===== config.mk =====
export PLATFORM = sky130hd
export DESIGN_NAME = uart_rx
export DESIGN_NICKNAME = d
export VERILOG_FILES = /design/src/rtl/uart_rx_pkg.sv /design/src/rtl/uart_rx_sync.sv /design/src/rtl/uart_rx.sv
export SDC_FILE = /design/constraint.sdc
export NUM_CORES = 1
export LEC_CHECK = 0
export CORE_UTILIZATION = 50
export DETAILED_ROUTE_END_ITERATION = 10
export PLACE_DENSITY = 0.7
export SKIP_LAST_GASP = 1
export SYNTH_ARGS = -nofsm -noshare
export SYNTH_HDL_FRONTEND = slang
export SYNTH_SLANG_ARGS = --single-unit

===== constraint.sdc =====
create_clock -name clk -period 2.3 [get_ports clk]
set_input_delay 0.46 -clock clk [delete_from_list [all_inputs] [get_ports clk]]
set_output_delay 0.46 -clock clk [all_outputs]
set_load 0.005 [all_outputs]

===== src/rtl/uart_rx_pkg.sv =====
// Shared UART definitions: baud divisors for the 12 MHz board clock,
// baud counter width and the receiver state encoding. The tx and rx
// benches both decode the state values below.
package uart_rx_pkg;

    // Clock cycles per bit at 12 MHz
    localparam int unsigned B9600   = 1250;
    localparam int unsigned B19200  = 625;
    localparam int unsigned B57600  = 208;
    localparam int unsigned B115200 = 104;

    // Baud counter width; covers the legal divisor range 8..4095
    localparam int unsigned CNT_W = 12;

    // Receiver states, fixed encoding so external decoders stay valid
    typedef enum logic [1:0] {
        ST_IDLE  = 2'd0,
        ST_START = 2'd1,
        ST_DATA  = 2'd2,
        ST_STOP  = 2'd3
    } uart_rx_state_t;

    // Counter load that places the first sample in the middle of the start bit
    function automatic logic [CNT_W-1:0] half_bit_load(input int unsigned baud);
        return CNT_W'(baud / 2 - 1);
    endfunction

    // Counter load for one full bit period
    function automatic logic [CNT_W-1:0] full_bit_load(input int unsigned baud);
        return CNT_W'(baud - 1);
    endfunction

endpackage


===== src/rtl/uart_rx_sync.sv =====
// Two-flop synchronizer for the asynchronous rx pin plus one extra
// flop to detect the falling edge that marks a start bit. All flops
// reset to 1 so a reset release on an idle line never fakes an edge.
module uart_rx_sync (
    input  logic i_clk,
    input  logic i_rstn,
    input  logic i_rx,
    output logic o_rx_s,
    output logic o_fall
);

    logic r_meta;
    logic r_sync;
    logic r_dly;

    // Metastability filter followed by a one-cycle delay for edge detection
    always_ff @(posedge i_clk or negedge i_rstn) begin
        if (!i_rstn) begin
            r_meta <= 1'b1;
            r_sync <= 1'b1;
            r_dly  <= 1'b1;
        end else begin
            r_meta <= i_rx;
            r_sync <= r_meta;
            r_dly  <= r_sync;
        end
    end

    assign o_rx_s = r_sync;
    assign o_fall = r_dly & ~r_sync;

endmodule


===== src/rtl/uart_rx.sv =====
// 8N1 UART receiver. Waits for a falling edge on the synchronized line,
// samples the start bit at mid-bit, then the eight data bits LSB first
// and the stop bit one bit period apart. A good stop bit updates data
// with a one-cycle rcv pulse; a low stop bit gives a one-cycle ferr pulse
// and leaves data untouched. Edges are only looked for while idle.
module uart_rx
    import uart_rx_pkg::*;
#(
    parameter int unsigned BAUD = B115200
) (
    input  logic       clk,
    input  logic       rstn,
    input  logic       rx,
    output logic [7:0] data,
    output logic       rcv,
    output logic       ferr,
    output logic       busy
);

    localparam logic [CNT_W-1:0] C_HALF = half_bit_load(BAUD);
    localparam logic [CNT_W-1:0] C_FULL = full_bit_load(BAUD);

    uart_rx_state_t   r_state;
    logic [CNT_W-1:0] r_cnt;
    logic [2:0]       r_bitc;
    logic [7:0]       r_shift;
    logic [7:0]       r_data;
    logic             r_rcv;
    logic             r_ferr;

    logic             w_rx_s;
    logic             w_fall;
    logic             w_tick;

    uart_rx_sync u_sync (
        .i_clk  (clk),
        .i_rstn (rstn),
        .i_rx   (rx),
        .o_rx_s (w_rx_s),
        .o_fall (w_fall)
    );

    // Sample point: the baud counter has run down to zero
    assign w_tick = (r_cnt == '0);

    // Frame FSM with inline baud counter, bit counter, shifter and output pulses
    always_ff @(posedge clk or negedge rstn) begin
        if (!rstn) begin
            r_state <= ST_IDLE;
            r_cnt   <= '0;
            r_bitc  <= 3'd0;
            r_shift <= 8'h00;
            r_data  <= 8'h00;
            r_rcv   <= 1'b0;
            r_ferr  <= 1'b0;
        end else begin
            r_rcv  <= 1'b0;
            r_ferr <= 1'b0;
            case (r_state)
                ST_IDLE: begin
                    // Only a fresh falling edge arms a frame, so a stuck-low
                    // line after a framing error stays quiet
                    if (w_fall) begin
                        r_state <= ST_START;
                        r_cnt   <= C_HALF;
                    end
                end
                ST_START: begin
                    if (w_tick) begin
                        if (!w_rx_s) begin
                            r_state <= ST_DATA;
                            r_cnt   <= C_FULL;
                            r_bitc  <= 3'd0;
                        end else begin
                            // Line is high again at mid start bit: a glitch
                            r_state <= ST_IDLE;
                        end
                    end else begin
                        r_cnt <= r_cnt - 1'b1;
                    end
                end
                ST_DATA: begin
                    if (w_tick) begin
                        // LSB arrives first, so shift in at the top
                        r_shift <= {w_rx_s, r_shift[7:1]};
                        r_bitc  <= r_bitc + 3'd1;
                        r_cnt   <= C_FULL;
                        if (r_bitc == 3'd7) begin
                            r_state <= ST_STOP;
                        end
                    end else begin
                        r_cnt <= r_cnt - 1'b1;
                    end
                end
                ST_STOP: begin
                    if (w_tick) begin
                        if (w_rx_s) begin
                            r_data <= r_shift;
                            r_rcv  <= 1'b1;
                        end else begin
                            r_ferr <= 1'b1;
                        end
                        // Back to idle at once; the rest of the stop bit is
                        // the only gap needed before the next start edge
                        r_state <= ST_IDLE;
                    end else begin
                        r_cnt <= r_cnt - 1'b1;
                    end
                end
                default: begin
                    r_state <= ST_IDLE;
                end
            endcase
        end
    end

    assign data = r_data;
    assign rcv  = r_rcv;
    assign ferr = r_ferr;
    assign busy = (r_state != ST_IDLE);

endmodule


==> flow_summary_export.csv <==
group,metric,value,unit
pwr,ir_worst_vdd,0.000762,V
synthesis,synth-edff-count,0,
clocking,cts-root-buf,"clkbuf_8",
placed_design,hpwl,2.66,mm
sta,finalCritPeriodShare,90.5,%
routing,postRouteAntennaNets,0,
job,cap_violations,0,
sta,worst_hold_slack,252,ps
die,die_area,0.00409,mm^2
finish,drive_gt1_share,20.9,%
routing,num_vias,1436,
critical_path,worst-r2r-setup-slack,310,ps
critical_path,critPathCaptureType,"output pin",
finish,multiInputGateArea,913,um^2
critical_path,r2r-start,"r_state[0]",
die,die_w,64.0,um
synthesis,synth_top_area_share,45.6,%
placed_design,place.gp.congestion,0.843,
critical_path,reg2reg_depth,7,
sta,max_freq,480,MHz
synthesis,yosys-top-cells-area,"dfrtp_1 (46%), mux2_2 (8.8%), ha_1 (5.9%), a21oi_1 (4.2%), dfstp_2 (4.1%)",
synthesis,synth_top_flop_cell,"dfrtp_1",
synthesis,syn_area,0.00192,mm^2
finish,diodes,0,
critical_path,slowest_stage,"clkdlybuf4s50_1",
routing,viasPerCell,5.89,
critical_path,path_max_fanout,5,
clocking,clkSinkCount,38,
die,die_h,64.0,um
sta,rsz0062_at_grt,"no",
global_route,grt_pass1_vias,1421,
critical_path,crit_required,1840,ps
routing,drtPass1Iterations,4,
finish,syn_to_final_growth,16.0,%
routing,drc,0,
synthesis,ys_seq_area_share,49.7,%
critical_path,crit_chain,"inv_1 -> ha_1 -> inv_1 -> clkdlybuf4s50_1",
critical_path,cp-start-kind,"flip-flop",
pwr,p_leak,0.00103,uW
global_route,grt_max_degree,39,
sta,worst_slew_pin_slew,799,ps
critical_path,critical_path_class,"reg2out",
placed_design,post_dp_cell_area,0.00210,mm^2
synthesis,synth_warnings,0,
pwr,power.density,1160,mW/mm^2
critical_path,cpPeakStageDelay,510,ps
clocking,htree_levels,2,
global_route,antenna_found_initial,0,
finish,nFillCells,301,
critical_path,critPathArrivalTime,1620,ps
synthesis,ys_top_cells_by_count,"dfrtp_1 (35), a21oi_1 (16), mux2_2 (15), nand2_1 (15), o21ai_0 (10)",
synthesis,yosysUniqueCellTypes,42,
critical_path,worst_r2r_endpoint,"r_cnt[8]",
die,num_rows,22,
clocking,clk_path_buf_depth,2,
sta,min_period,2080,ps
global_route,grt_pass1_wl,6.20,mm
synthesis,syn-instance-count,177,
sta,slew_headroom,46.7,%
sta,final_hold_viol_count,0,
sta,finalMaxSlewViolations,0,
min_path,hp-class,"in2async",
run_status,status,"completed",
finish,nets,207,
sta,setup_tns,0,ps
synthesis,avgSynthCellArea,10.8,um^2
synthesis,synth_largest_area_cell,"dfrtp_1",
synthesis,yosys.cell_count.top_type,"dfrtp_1",
die,core-area,0.00366,mm^2
clocking,cts-buffers-inserted,5,
die,io_pins,14,
routing,top_layer,"met4",
routing,met1_length,1.58,mm
routing,wl_met2,1.85,mm
clocking,cts_tree,"yes",
routing,wl_met3,194,um
placed_design,portBuffers,13,
sta,setup_viol,0,
global_route,grtUsageTotal,20.0,%
die,start_util,52.4,%
global_route,overflow,0,
finish,design_area,0.00223,mm^2
sta,fin_skew,6.45,ps
routing,wire_per_inst,15.1,um
clocking,clkTransAtPathRegs,70,ps
routing,wirelength,3.67,mm
critical_path,cp-endpoint,"busy",
finish,seq_area,955,um^2
synthesis,async_reset_ff_share,100,%
routing,drt-initial-drc-count,80,
synthesis,synth-seq-cells,38,
critical_path,path_common_cell,"inv_1",
synthesis,synthesis.nets,189,
critical_path,startpoint,"r_state[0]",
clocking,clk_latency,290,ps
==> cell type report <==
| cell class | instances | area share, % |
|---|---|---|
| Tap cell | 48 | 2.70 |
| Clock buffer | 7 | 3.88 |
| Multi-Input combinational cell | 125 | 41.0 |
| Inverter | 9 | 1.52 |
| Timing Repair Buffer | 16 | 6.63 |
| Sequential cell | 38 | 42.9 |
| Clock inverter | 1 | 1.35 |
==> through the flow <==
| stage | util [%] | total power [uW] | setup slack (ps) | std cells |
|---|---|---|---|---|
| global placement | 57.5 | 1950 | 286 | 236 |
| floorplan | - | 1710 | 319 | 177 |
| finish | 60.8 | 2580 | 219 | 244 |
| CTS | 60.7 | 2570 | 151 | 244 |
| detailed placement | 57.5 | 1980 | 173 | 236 |
| global route | 60.8 | 2760 | 141 | 244 |
==> worst max-delay path, delay by kind of cell (launching register included) <==
kind | cells | cell delay (ps)
fa+ha+maj | 1 | 200
buf+inv | 3 | 710
flops | 1 | 410
==> per-layer routing <==
layer,up-vias,global-route usage [%]
li1,680,-
met1,695,24.5
met2,54,33.2
met3,7,3.75
met4,0,10.8
met5,-,0
==> sequential cells by signal, indices dropped and copies added (netlist names), named ones only <==
name,count
u_sync.r_meta,1
ferr,1
data,8
u_sync.o_rx_s,1
r_cnt,12
rcv,1
r_bitc,3
r_state,1
u_sync.r_dly,1
r_shift,8
==> worst min-delay path by stage <==
stage / to / depth (start not counted) / slack (ps) / from
3_5_place_dp: u_sync.o_rx_s / 0 / 350 / u_sync.r_meta
6_report: data[2] / 1 / 250 / rstn
2_1_floorplan: asynchronous set/reset pin / 0 / 160 / rstn
4_1_cts: data[2] / 1 / 290 / rstn
5_1_grt: data[2] / 1 / 340 / rstn
3_3_place_gp: u_sync.o_rx_s / 0 / 350 / u_sync.r_meta
==> logic make-up (layout without fill, tap and decap cells) <==
logic type                 after synthesis  after routing  share of synthesized area (%)
and+or+nand+nor                         50             50                           15.4
AOI/OAI and AO/OA                       49             49                           16.3
DFF                                     38             38                           49.7
muxes                                   16             16                           9.32
buffers and inverters                   14             33                           2.93
adders and majority gates                9              9                           5.87
xor gates and xnor gates                 1              1                          0.456
==> timing repair <==
item | CTS | global route
endpoints found under the setup margin | 0 | 1
buffers inserted | 0 | 0
resized for setup | 0 | 1
hold buffers | 0 | 0
==> report_power, final <==
group	leakage, uW	internal (uW)	switching (uW)	total (uW)
combinational	0.000467	435	658	1090
sequential	0.000504	779	129	908
clock	0.0000585	353	223	576
total	0.00103	1570	1010	2580
==> cell usage in the layout, fill, tap and decap left out, types with 2 or more instances in the layout <==
cell type and count:
dfrtp_1 35, a21oi_1 16, mux2_2 15, nand2_1 15, clkdlybuf4s50_1 12, o21ai_0 10, inv_1 9, ha_1 9
nor2_1 7, clkbuf_8 6, nor3_1 5, a31oi_1 5, nand3_1 5, nand2b_1 4, a21o_1 3, o22a_1 3
buf_4 3, dfstp_2 3, and4_2 2, a211oi_1 2
Note: power is estimated with default switching activity, not from simulation.
